$ cat config.mk
export PLATFORM = sky130hd
export DESIGN_NAME = bcd_count_ctrl
export DESIGN_NICKNAME = d
export VERILOG_FILES = /design/src/rtl/bcd_count_ctrl.sv
export SDC_FILE = /design/constraint.sdc
export NUM_CORES = 1
export LEC_CHECK = 0
export BUFFER_PORTS_ARGS = -buffer_cell sky130_fd_sc_hd__buf_4
export CAP_MARGIN = 25
export CORE_ASPECT_RATIO = 1.25
export CORE_MARGIN = 5
export CORE_UTILIZATION = 55
export CTS_CLUSTER_DIAMETER = 60
export CTS_CLUSTER_SIZE = 10
export DETAILED_ROUTE_END_ITERATION = 10
export PLACE_DENSITY = 0.88
export SLEW_MARGIN = 20
export SYNTH_ARGS = -nofsm -noshare
export SYNTH_HDL_FRONTEND = slang
export SYNTH_SLANG_ARGS = --single-unit
export TNS_END_PERCENT = 10
$ cat constraint.sdc
create_clock -name clk -period 3.2 [get_ports clk]
set_clock_uncertainty 0.1 [all_clocks]
set_input_delay 0.48 -clock clk [delete_from_list [all_inputs] [get_ports clk]]
set_output_delay 0.48 -clock clk [all_outputs]
set_load 0.01 [all_outputs]
$ cat src/rtl/bcd_count_ctrl.sv
// Command-driven controller for a cascaded mod-MODULUS digit counter chain.
// Counts enabled ticks up to a programmable terminal count, then holds a done event until acknowledged.
module bcd_count_ctrl #(
  parameter int DIGITS  = 2,
  parameter int MODULUS = 10
) (
  input  logic                clk,
  input  logic                rst_n,
  input  logic                cmd_valid,
  output logic                cmd_ready,
  input  logic [1:0]          cmd_op,
  input  logic [4*DIGITS-1:0] cmd_data,
  input  logic                tick_en,
  output logic [4*DIGITS-1:0] q,
  output logic                busy,
  output logic                done_valid,
  input  logic                done_ready
);

  localparam int         W    = 4 * DIGITS;
  localparam logic [3:0] DMAX = 4'(MODULUS - 1);

  localparam logic [1:0] OP_START = 2'b00;
  localparam logic [1:0] OP_STOP  = 2'b01;
  localparam logic [1:0] OP_LOAD  = 2'b10;
  localparam logic [1:0] OP_CLEAR = 2'b11;

  typedef enum logic [1:0] {
    S_IDLE  = 2'd0,
    S_RUN   = 2'd1,
    S_PAUSE = 2'd2,
    S_DONE  = 2'd3
  } state_t;

  state_t         state, state_nxt;
  logic [W-1:0]   term, term_nxt, q_nxt, q_inc, load_val;
  logic           accept;

  // Command handshake: a command transfers on any edge where cmd_valid and
  // cmd_ready are both high; cmd_op/cmd_data are only looked at on that edge.
  assign cmd_ready  = (state != S_DONE);
  assign busy       = (state == S_RUN) || (state == S_PAUSE);
  assign done_valid = (state == S_DONE);
  assign accept     = cmd_valid && cmd_ready;

  // Ripple-carry increment across the digit chain, each digit wrapping at DMAX.
  always_comb begin
    logic carry;
    q_inc = q;
    carry = 1'b1;
    for (int i = 0; i < DIGITS; i++) begin
      if (carry) begin
        if (q[4*i +: 4] == DMAX) begin
          q_inc[4*i +: 4] = 4'd0;
        end else begin
          q_inc[4*i +: 4] = q[4*i +: 4] + 4'd1;
          carry           = 1'b0;
        end
      end
    end
  end

  // Illegal digits in a loaded terminal count saturate to the top digit value.
  always_comb begin
    load_val = cmd_data;
    for (int i = 0; i < DIGITS; i++) begin
      if (cmd_data[4*i +: 4] > DMAX) load_val[4*i +: 4] = DMAX;
    end
  end

  always_comb begin
    state_nxt = state;
    q_nxt     = q;
    term_nxt  = term;
    case (state)
      S_IDLE, S_PAUSE: begin
        if (accept) begin
          case (cmd_op)
            OP_START: state_nxt = (q == term) ? S_DONE : S_RUN;
            OP_LOAD:  term_nxt  = load_val;
            OP_CLEAR: begin
              state_nxt = S_IDLE;
              q_nxt     = '0;
            end
            default: ;
          endcase
        end
      end
      S_RUN: begin
        // STOP and CLEAR pre-empt a coincident tick; START and LOAD do not.
        if (accept && cmd_op == OP_STOP) begin
          state_nxt = S_PAUSE;
        end else if (accept && cmd_op == OP_CLEAR) begin
          state_nxt = S_IDLE;
          q_nxt     = '0;
        end else if (tick_en) begin
          q_nxt = q_inc;
          if (q_inc == term) state_nxt = S_DONE;
        end
      end
      S_DONE: begin
        if (done_ready) begin
          state_nxt = S_IDLE;
          q_nxt     = '0;
        end
      end
      default: state_nxt = S_IDLE;
    endcase
  end

  always_ff @(posedge clk or negedge rst_n) begin
    if (!rst_n) begin
      state <= S_IDLE;
      q     <= '0;
      term  <= {DIGITS{DMAX}};
    end else begin
      state <= state_nxt;
      q     <= q_nxt;
      term  <= term_nxt;
    end
  end

endmodule

==> reports/metrics.cfg <==
[run_status]
status=finished clean

[route]
drc_errors=0
wl_mm=3.19
via_per_inst=5.87
ant_nets=0
vias=1250
first_pass_iters=4
drt_iter0_drc=38
wl_per_cell_microns=15.0

[floorplanning]
row_count=20
start_util_pct=56.8
die-area_sq_mm=0.00358
pin_count=26
core-area_sq_mm=0.00240
die_h_microns=65.7
die_w_microns=54.5

[critical_path]
r2r_end=state[1]$_DFFE_PN0P_
crit_cells=6
worstSetupPathType=reg2reg
path_buf_inv=0
cp.required_ns=3.29
cp-endpoint=state[1]$_DFFE_PN0P_
start_kind=register
r2r_slack_ns=0.59
cp_cell_sequence=nand2_1, or3_4, a2111oi_4, o211ai_1, o41ai_2, mux2_1
r2r-start=q[0]$_DFFE_PN0P_
cp_top_family=compound AO/OA/AOI/OAI gates
worst_path_max_delay_cell=dfrtp_1
cpPeakStageDelay_ns=0.61
arrival_ns=2.70
path_max_fanout=15
startpoint=q[0]$_DFFE_PN0P_
cp-end-kind=register
worst-r2r-cell-count=6

[cts]
clk_pin_slew_worst_paths_ns=0.11
clock_latency_ns=0.30
cts_setup_buffers=0
clk_path_buf_depth=2
cts.sinks=18
htreeDepth=1
cts_hold_buf=1
cts_tree=yes
cts_root_buf=clkbuf_4
postCtsResizedCells=0
numCtsBuffers=3

[yosys]
synth-main-ff-cell=dfrtp_1
muxShareOfSynthArea_pct=3.30
synth_common_cells=16 x nand2_1, 16 x o21ai_0, 14 x dfrtp_1, 9 x nor2_1, 8 x xnor2_1
synth-edff-count=0
syn-num-nets=174
async_flop_share_pct=100
synth_compound_area_share_pct=22.6
netlist_area_sq_mm=0.00136
syn_avg_cell_area_sq_um=8.91
yosysUniqueCellTypes=44
synth_xor_area_share_pct=7.71
yosys_warnings=0
synth_fa_ha_area_share_pct=5.50
ys_seq_elements=18
post_synth_main_area_contributors=dfrtp_1 26%, dfstp_2 7.7%, o21ai_0 5.9%
synth_top_area_share_pct=25.7
synth_top_family_by_area=simple AND/OR/NAND/NOR gates
yosys.area_share.simple_pct=24.9
yosys.area.top_type=dfrtp_1
postSynthCellCount=153
seq_area_frac_synth_pct=33.4

[sta]
worst-slew-pin-transition_ns=0.484
fin_tns_setup_ns=0
fmax_mhz=383
relSlewSlack_pct=67.5
holdWs_ns=0.331
hold_viol=0
fin_crit_ns=2.61
rsz0062_at_grt=false
setup_violations=0
min_period_over_period_pct=81.6
drv_slew=0

[global_route]
antenna_found_initial=0
grt_pass1_vias=1220
overflow=0
track_usage_pct=19.6
grt_start_max_net_pins=19
grt_pass1_wl_mm=5.21

[finish]
drive_gt1_share_pct=21.7
multiInputGateArea_sq_um=872
nFillCells=217
seqCellArea_sq_um=455
fin_util_pct=67.2
diodes=0
area_growth_pct=18.4
nets=202

[placed_design]
dpl.hpwl_mm=2.51
gp_congestion=0.874
port_buffers=25

[power_and_ir_drop]
leakage_nw=0.715
peakVddDrop_uv=498
p_per_area_mw_per_mm2=717
total_power_w=0.00116

[hold_path]
min_path_type=in2reg

[run]
maxCapViolations=0

power by group:
group	internal, W	switching, W
Clock	0.0000486	0.0000739
Sequential	0.000319	0.000116
Combinational	0.000287	0.000313
Total	0.000655	0.000503
state kept, by name, summed over array words and instances, names as in the netlist:
name / cells
q: 8
state: 2
term: 8
per-layer routing:
metal / GRT usage [%] / share of wire, % / wire length (microns) / vias up
met1: 22.3 / 38 / 1230 / 599
met3: 2.49 / 5.4 / 174 / 6
met5: 0 / 0 / 0 / -
met2: 34.9 / 54 / 1730 / 40
met4: 8.72 / 1.8 / 59 / 0
li1: - / - / - / 605
how the worst min path moves through the flow:
stage | start | to | cells after the start
floorplan | rst_n | q[0]$_DFFE_PN0P_ | 0
global placement | rst_n | q[3]$_DFFE_PN0P_ | 1
detailed placement | rst_n | q[2]$_DFFE_PN0P_ | 1
CTS | cmd_data[6] | term[6]$_DFFE_PN0P_ | 3
global route | cmd_data[7] | term[7]$_DFFE_PN1P_ | 2
finish | cmd_data[6] | term[6]$_DFFE_PN0P_ | 3
cell type report:
class,count,area share [%]
Clock buffer,4,1.63
Sequential cell,18,28.2
Inverter,6,1.39
Timing Repair Buffer,26,12.2
Multi-Input combinational cell,126,54.0
Tap cell,33,2.56
logic make-up (layout without fill, tap and decap cells):
group,count (synthesis),after routing
compound gates,43,43
xor+xnor,12,12
fa+ha+maj,6,6
buf+inv,9,36
flops,18,18
mux,4,4
simple gates,61,61
per-stage QoR:
| step | std cells | worst slack (ns) | area [sq um] |
|---|---|---|---|
| 2_1_floorplan | 153 | 0.773 | 1360 |
| 3_3_place_gp | 208 | 0.760 | 1580 |
| 3_5_place_dp | 208 | 0.630 | 1580 |
| 4_1_cts | 213 | 0.597 | 1620 |
| 5_1_grt | 213 | 0.388 | 1620 |
| 6_report | 213 | 0.587 | 1620 |
worst reg2reg max path: cells and delay by family (launching register included):
kind | cells | cell delay [ns]
compound gates | 3 | 0.93
flops | 1 | 0.61
mux | 1 | 0.36
simple gates | 2 | 0.51
placed cells by master, fill, tap and decap left out, drive strengths merged, types with 2 or more instances in the layout:
cell type / Yosys / routed
buf: 2 / 25
nand2: 16 / 16
o21ai: 16 / 16
dfrtp: 14 / 14
nor2: 9 / 9
xnor2: 8 / 8
inv: 6 / 6
nand2b: 6 / 6
nor3: 6 / 6
ha: 6 / 6
a21oi: 5 / 5
nor2b: 4 / 4
o21a: 4 / 4
nand3: 4 / 4
xor2: 4 / 4
dfstp: 4 / 4
clkbuf: 1 / 4
mux2: 4 / 4
o31ai: 3 / 3
nand4bb: 2 / 2
a211o: 2 / 2
a21boi: 2 / 2
and3: 2 / 2
nor4: 2 / 2
and3b: 2 / 2
a22o: 2 / 2
o41ai: 2 / 2
Power figures use the tool's default switching activity.
